===== src/rtl/fetch_unit.sv =====
// Instruction fetch unit: single-outstanding memory requests feeding a first-word-fall-through FIFO.
// Define FETCH_PERF_EN to add the perf_stall_cnt output (decode-starved cycle counter).
module fetch_unit #(
  parameter int unsigned DEPTH    = 4,
  parameter logic [31:0] RESET_PC = 32'h0000_0000
) (
  input  logic        clk,
  input  logic        rst,
  input  logic        redirect,
  input  logic [31:0] redirect_pc,
  output logic        imem_req,
  output logic [31:0] imem_addr,
  input  logic        imem_gnt,
  input  logic        imem_rvalid,
  input  logic [31:0] imem_rdata,
  output logic        out_valid,
  input  logic        out_ready,
  output logic [31:0] out_inst,
  output logic [31:0] out_pc
`ifdef FETCH_PERF_EN
  ,
  output logic [31:0] perf_stall_cnt
`endif
);

  localparam int unsigned AW = $clog2(DEPTH);
  localparam int unsigned CW = AW + 1;

  typedef struct packed {
    logic [31:0] inst;
    logic [31:0] pc;
  } entry_t;

  entry_t          mem [DEPTH];
  logic [AW-1:0]   wptr, wptr_nxt, rptr, rptr_nxt;
  logic [CW-1:0]   count, count_nxt;
  logic [31:0]     pc, pc_nxt;
  logic            pending, pending_nxt;
  logic            discard, discard_nxt;
  logic            req_nxt;
  logic            grant, resp, push, pop;
  entry_t          push_entry;

  assign imem_addr = pc;
  assign out_valid = (count != '0);
  assign out_inst  = mem[rptr].inst;
  assign out_pc    = mem[rptr].pc;

  // Next-state: handshakes, FIFO bookkeeping, then redirect and reset overrides.
  always_comb begin
    grant       = imem_req & imem_gnt;
    resp        = imem_rvalid & pending;
    push        = resp & ~discard & ~redirect;
    pop         = out_valid & out_ready & ~redirect;
    pc_nxt      = pc;
    wptr_nxt    = wptr;
    rptr_nxt    = rptr;
    count_nxt   = count + CW'(push) - CW'(pop);
    pending_nxt = grant | (pending & ~resp);
    discard_nxt = discard & ~resp;
    // pc has already advanced past the outstanding request, so its address is pc - 4
    push_entry  = '{inst: imem_rdata, pc: pc - 32'd4};

    if (grant) pc_nxt = pc + 32'd4;
    if (push)  wptr_nxt = wptr + AW'(1);
    if (pop)   rptr_nxt = rptr + AW'(1);

    if (redirect) begin
      pc_nxt      = redirect_pc & ~32'h3;
      discard_nxt = pending_nxt;
      wptr_nxt    = '0;
      rptr_nxt    = '0;
      count_nxt   = '0;
    end

    if (rst) begin
      pc_nxt      = RESET_PC & ~32'h3;
      discard_nxt = pending_nxt;
      wptr_nxt    = '0;
      rptr_nxt    = '0;
      count_nxt   = '0;
    end

    // A grant reserves a FIFO slot, so the full check only needs the committed count
    req_nxt = ~rst & ~pending_nxt & ~discard_nxt & (count_nxt < CW'(DEPTH));
  end

  always_ff @(posedge clk) begin
    pc       <= pc_nxt;
    wptr     <= wptr_nxt;
    rptr     <= rptr_nxt;
    count    <= count_nxt;
    pending  <= pending_nxt;
    discard  <= discard_nxt;
    imem_req <= req_nxt;
    if (push) mem[wptr] <= push_entry;
  end

`ifdef FETCH_PERF_EN
  // Saturating count of cycles where decode is ready but starved
  always_ff @(posedge clk) begin
    if (rst) begin
      perf_stall_cnt <= '0;
    end else if (out_ready && !out_valid && !(&perf_stall_cnt)) begin
      perf_stall_cnt <= perf_stall_cnt + 32'd1;
    end
  end
`endif

endmodule

===== config.mk =====
export PLATFORM = sky130hd
export DESIGN_NAME = fetch_unit
export DESIGN_NICKNAME = d
export VERILOG_FILES = /design/src/rtl/fetch_unit.sv
export SDC_FILE = /design/constraint.sdc
export NUM_CORES = 1
export LEC_CHECK = 0
export CORE_MARGIN = 2
export CORE_UTILIZATION = 40
export DETAILED_ROUTE_END_ITERATION = 7
export HOLD_SLACK_MARGIN = 0.15
export PLACE_DENSITY = 0.7
export SLEW_MARGIN = 20
export SYNTH_ARGS = -nofsm -noshare
export SYNTH_HDL_FRONTEND = slang
export SYNTH_SLANG_ARGS = --single-unit

===== constraint.sdc =====
create_clock -name clk -period 3.83 [get_ports clk]
set_clock_uncertainty 0.2 [all_clocks]
set_input_delay 1.149 -clock clk [delete_from_list [all_inputs] [get_ports clk]]
set_output_delay 1.149 -clock clk [all_outputs]
set_load 0.05 [all_outputs]

==> metrics, run 1 <==
status=finished clean; WP data required=2.48 ns; clk_lat worst skew=0.56 ns; min-delay src=discard; first-pass GRT wire length=41.1 mm; YS warnings=0; mux cell area share after synthesis=11.7%; top_reg_cell synth=edfxtp_1; Routed wire per std cell=20.7 µm; Seq cells post-synth=290; setup_tns=0 ns; via density per instance=5.44; largest family of logic cells by synthesized area=multiplexers; xor-xnor portion of the synthesized cell area=3.06%; maximum VDD drop=0.323 mV; switching portion of total power=23.0%; global route overflow=0; crit-path cells=mux4_2 -> clkdlybuf4s50_1; final number of setup-violating endpoints=0; Routed Antenna Nets=0; final core occ=50.9%; Pins Over Slew Limit=0; Post-Synthesis Cells=722; post-route setup slack=0.0980 ns; CP max FO=14; reported net switching power=1.63 mW; nets=970; combinational power share=8.5%; post-synth top area cell=edfxtp_1; # diodes=0; share of cells above drive strength 1=23.7%; Pwr per Cell Area=469 nW/µm²; WS Path Type=register to output port; Worst Reg-to-Reg Cells=4; Cell Area, Synth=12,000 µm²; FMAX=268 MHz; Async S/R FF share, synth=0%; RSZ-0062 raised after global routing=no; row count=63; pre-CTS setup slack=0.0751 ns; CP bufs+invs=1; Post-synth EDFFs=248; Slew headroom=48.9%; Post-DP HPWL=17.7 mm; Avg Inst Size Synth=16.7 µm²; post-synthesis simple-gate area fraction=9.20%; adder-cell share of the synthesized area=0.999%; Layout area overhead=25.4%; Worst Tran Pin Value=0.763 ns; core area=29,600 µm²; Die Width=177 µm; period utilisation layout=97.4%; die area=31,500 µm²; Routed WL=27.0 mm; Post-CTS Setup Inserts=0; Final Total Pwr=7.07 mW; total CTS buffers=31; global placement routability congestion=0.857; routed via count=7,093; post-synthesis compound-gate area fraction=3.31%; Die H=177 µm; PortBufs=161; top post-synthesis cells by area=edfxtp_1, mux4_2, dfxtp_1, xnor2_1, nor2_1; initial core utilization=40.6%; vias in the first global route=7,014; post-synth top area share=61.9%; slowest stage delay, CP=0.73 ns; # IOs=168; P_leak=4.91 nW; Hold WC Path Type=register to register; CTS H-tree lvls=1; Resized Gates After CTS=0; Clock power frac=41.1%; Seq/Total Area, Yosys=68.9%; Max-cap violations=0; crit path time final=3.73 ns; DRC=0; Fin. Hold Viols=0; Worst EP arrival=2.38 ns; CTS tree=done; gr usage total=17.0%; CP max-delay cell=clkdlybuf4s50_1; Cell variety after synth=54; crit-path leading delay family=buffers and inverters; CP endpoint=out_inst[22]; R2R Path End=mem[3][29]; CTS clk-pin slew, worst paths=0.06 ns; internal power=5.44 mW; drt pass-1 iters=5; largest net degree at the start of global routing=63; WP depth=2; crit start category=register; initial antenna violation count=0; 1st-iter DRT viols=595; clk buf depth=3; CP Capture Type=output port; Flop pwr share=50.5%; worst flop-to-flop path startpoint=imem_addr[12]; clk root buf=clkbuf_16; R2R setup slack=1.00 ns; Post-CTS Hold Fix Bufs=0; Min Hold Slack=0.334 ns; clk sink count=290
[Yosys cell counts (12+ instances only)]
cell	count
a311oi_1	12
nand3_1	24
nand4_1	17
buf_2	14
edfxtp_1	248
clkbuf_1	25
nor2_1	45
dfxtp_1	42
mux4_2	62
xnor2_1	30
xor2_1	12
nand2_1	21
inv_1	15
[per-layer routing]
metal  vias up  wire [µm]  global-route usage (%)
li1       3200          -                       -
met1      3614      11800                    24.3
met2       234      12600                    27.0
met3        45       1950                    3.21
met4         0        618                    4.54
met5         -          0                       0
[area by class of cell]
| class | instances | area, µm² |
|---|---|---|
| Inverter | 15 | 56.3 |
| Multi-Input combinational cell | 361 | 3440 |
| Timing Repair Buffer | 192 | 1810 |
| Clock buffer | 36 | 815 |
| Fill cell | 2479 | 14600 |
| Sequential cell | 290 | 8300 |
| Clock inverter | 19 | 181 |
| Tap cell | 390 | 488 |
[cell families (layout without fill, tap and decap cells)]
family | after synthesis | in the layout
compound gates | 53 | 53
xor+xnor | 42 | 42
fa+ha+maj | 9 | 9
buf+inv | 74 | 262
flops | 290 | 290
mux | 63 | 63
other cells | 1 | 4
simple gates | 190 | 190
[power groups by stage]
stage	clock network [mW]	logic (mW)	registers, mW
CTS	2.97	0.600	3.57
global placement	0	0.589	3.63
floorplan	0	0.302	3.67
detailed placement	0	0.599	3.63
global route	3.09	0.635	3.57
finish	2.90	0.598	3.57
[worst min-delay path: stages, from the launching register on]
cell	delay, ns
dfxtp_1	0.32
nor2_1	0.11
a21oi_1	0.05
[flip-flops by register name, indices dropped and copies added (netlist names), named ones only]
name and count:
count 3, discard 1, imem_addr 30, imem_req 1, mem 248, pending 1, rptr 2, wptr 2
[cell usage in the layout (no fill, tap or decap), drive strengths merged, types with 17 or more instances in the layout]
cell	count
nand4	20
clkdlybuf4s50	103
inv	17
buf	89
xnor2	30
clkbuf	36
nand2	21
nand3	24
nor2	45
mux4	62
dfxtp	42
edfxtp	248
[metrics by stage]
stage / cells / area (µm²)
floorplan: 725 / 12000
global placement: 1248 / 14100
CTS: 1303 / 15100
global route: 1303 / 15100
finish: 1303 / 15100
detailed placement: 1248 / 14100
[worst min-delay path by stage]
stage,slack [ns],endpoint,depth (start not counted)
6_report,0.33,discard,2
5_1_grt,0.38,discard,2
3_3_place_gp,0.29,discard,2
2_1_floorplan,0.27,discard,2
4_1_cts,0.33,discard,2
3_5_place_dp,0.32,discard,2
Note: power is estimated with default switching activity, not from simulation.
==> inputs of run 2 (changes only) <==
- HOLD_SLACK_MARGIN: 0.15 -> not set
==> results of run 2 <==
Final layout, timing and power as in run 1 (identical DEF).
==> variant, RTL diff (settings of run 1) <==
Set the parameter `DEPTH` to 8 (it was 4).
--- a/src/rtl/fetch_unit.sv
+++ b/src/rtl/fetch_unit.sv
@@ -1,7 +1,7 @@
 // Instruction fetch unit: single-outstanding memory requests feeding a first-word-fall-through FIFO.
 // Define FETCH_PERF_EN to add the perf_stall_cnt output (decode-starved cycle counter).
 module fetch_unit #(
-  parameter int unsigned DEPTH    = 4,
+  parameter int unsigned DEPTH    = 8,
   parameter logic [31:0] RESET_PC = 32'h0000_0000
 ) (
   input  logic        clk,
Check against the original RTL: same outputs for any inputs over 4 cycles, from zero or initial values and one cycle with rst high; that may be too few to reach the edited logic, so the function may still have changed.
==> variant against run 1 <==
- synthesized area increased by 81%
- sequential cell count increased by 252
- worst hold slack got worse by 0.039 ns
- setup slack got worse by 0.016 ns
- power increased by 79%
- final area increased by 75%
- maximum frequency decreased by 0.42%
- first-iteration DRC count increased by 55%
- wire length increased by 70%
- register-to-register slack got worse by 0.61 ns
- sequential power increased by 86%
- critical path type unchanged
- largest power group unchanged
==> variant: results (changes against run 1) <==
Status:
- Status: complete, no violations (unchanged).

Worst setup path:
- The largest stage delay on the critical path is 0.49 ns (was 0.73 ns).
- The arrival time of the worst setup path is 2.40 ns (was 2.38 ns).
- The maximum fanout count along the critical path came to 13 (was 14).
- The largest delay contributor family on the critical path was multiplexers (was buffers and inverters).
- The slowest library cell on the worst path is sky130_fd_sc_hd__mux4_2 (was sky130_fd_sc_hd__clkdlybuf4s50_1).

Yosys:
- The number of synthesized flops with an enable pin is 496 (was 248).
- The share of the synthesized area in compound gates (AO/OA/AOI/OAI) was 2.17% (was 3.31%).
- Cell types with the highest counts after synthesis: 496 x sky130_fd_sc_hd__edfxtp_1, 124 x sky130_fd_sc_hd__mux4_2, 62 x sky130_fd_sc_hd__mux2_2, 46 x sky130_fd_sc_hd__dfxtp_1, 46 x sky130_fd_sc_hd__nor2_1 (was 248 x sky130_fd_sc_hd__edfxtp_1, 62 x sky130_fd_sc_hd__mux4_2, 45 x sky130_fd_sc_hd__nor2_1, 42 x sky130_fd_sc_hd__dfxtp_1, 30 x sky130_fd_sc_hd__xnor2_1).
- The fraction of synthesized cell area in xor and xnor cells is 1.69% (was 3.06%).
- The area share of fa/ha/maj cells after synthesis is 0.553% (was 0.999%).
- The synthesized area divided by synthesized cell count is 19.4 um2 (was 16.7 um2).

Placed design:
- The post-placement setup slack is 0.0228 ns (was 0.0751 ns).
- The cell total after placement is 1947 (was 1248).

Final layout:
- The proportion of layout cells with a drive suffix above 1 is 29.3% (was 23.7%).
- The count of placed standard cells in the final layout, fillers left out is 2059 (was 1303).
- The net total in the final layout is 1398 (was 970).

Route:
- The total detailed-routing wirelength is 45800 um (was 27000 um).
- The routed via count is 11142 (was 7093).
- The detailed-routing iteration count for the pre-antenna-repair pass is 6 (was 5).

Power and ir drop:
- The switching power as a share of total power is 21.8% (was 23.0%).

Global routing:
- The met3 usage in global routing is 2.91% (was 3.21%).
- The met1 global-route usage is 22.6% (was 24.3%).
- The combined global-route utilization of all metal layers is 16.3% (was 17.0%).
- The global-route wire length before repair came to 68800 um (was 41100 um).
- The met2 demand-to-capacity share in global routing is 27.0% (about the same).

Clock tree:
- The clock latency on the worst-skew pair came to 0.59 ns (was 0.56 ns).
## variant: power groups by stage
| stage | clock, mW | combinational (mW) | sequential, mW |
|---|---|---|---|
| finish | 5.13 | 0.845 | 6.65 |
| global route | 5.49 | 0.904 | 6.65 |
| CTS | 5.24 | 0.844 | 6.65 |
| detailed placement | 0 | 0.833 | 6.77 |
| global placement | 0 | 0.816 | 6.77 |
| floorplan | 0 | 0.454 | 6.82 |
## variant: path summary, 6_finish.rpt
check / startpoint / endpoint / slack [ns] / cells after the start
worst max-delay path: flip-flop / out_inst[9] / 0.08 / 5
worst min-delay path: rptr[1] / flip-flop / 0.29 / 2
worst max register to register: imem_addr[2] / mem[5][20] / 0.39 / 6
worst min register to register: rptr[1] / flip-flop / 0.29 / 2
## variant: cell type report
class	count	share of cell area (%)
well taps	696	3.30
multi-input cells	488	21.1
flip-flops and latches	542	60.0
repair buffers	216	8.72
inverters	16	0.228
clock buffers	72	5.63
clock inverters	29	0.935
## variant: cell families (layout without fill, tap and decap cells)
family | Yosys count | in the layout
AOI/OAI and AO/OA | 65 | 65
xor gates and xnor gates | 42 | 42
adders and majority gates | 9 | 9
buffers and inverters | 92 | 333
DFF | 542 | 542
muxes | 186 | 186
other | 1 | 4
and+or+nand+nor | 182 | 182
## variant: per-stage QoR
stage,cell area [um2],hold WS [ns]
floorplan,21800,0.262
global placement,24400,0.270
detailed placement,24400,0.284
CTS,26200,0.296
global route,26400,0.311
finish,26400,0.295
## variant: tightest hold or removal path: stages (launching register included)
cell and delay (ns):
sky130_fd_sc_hd__dfxtp_1 0.31, sky130_fd_sc_hd__nand2_1 0.07, sky130_fd_sc_hd__a21oi_1 0.07
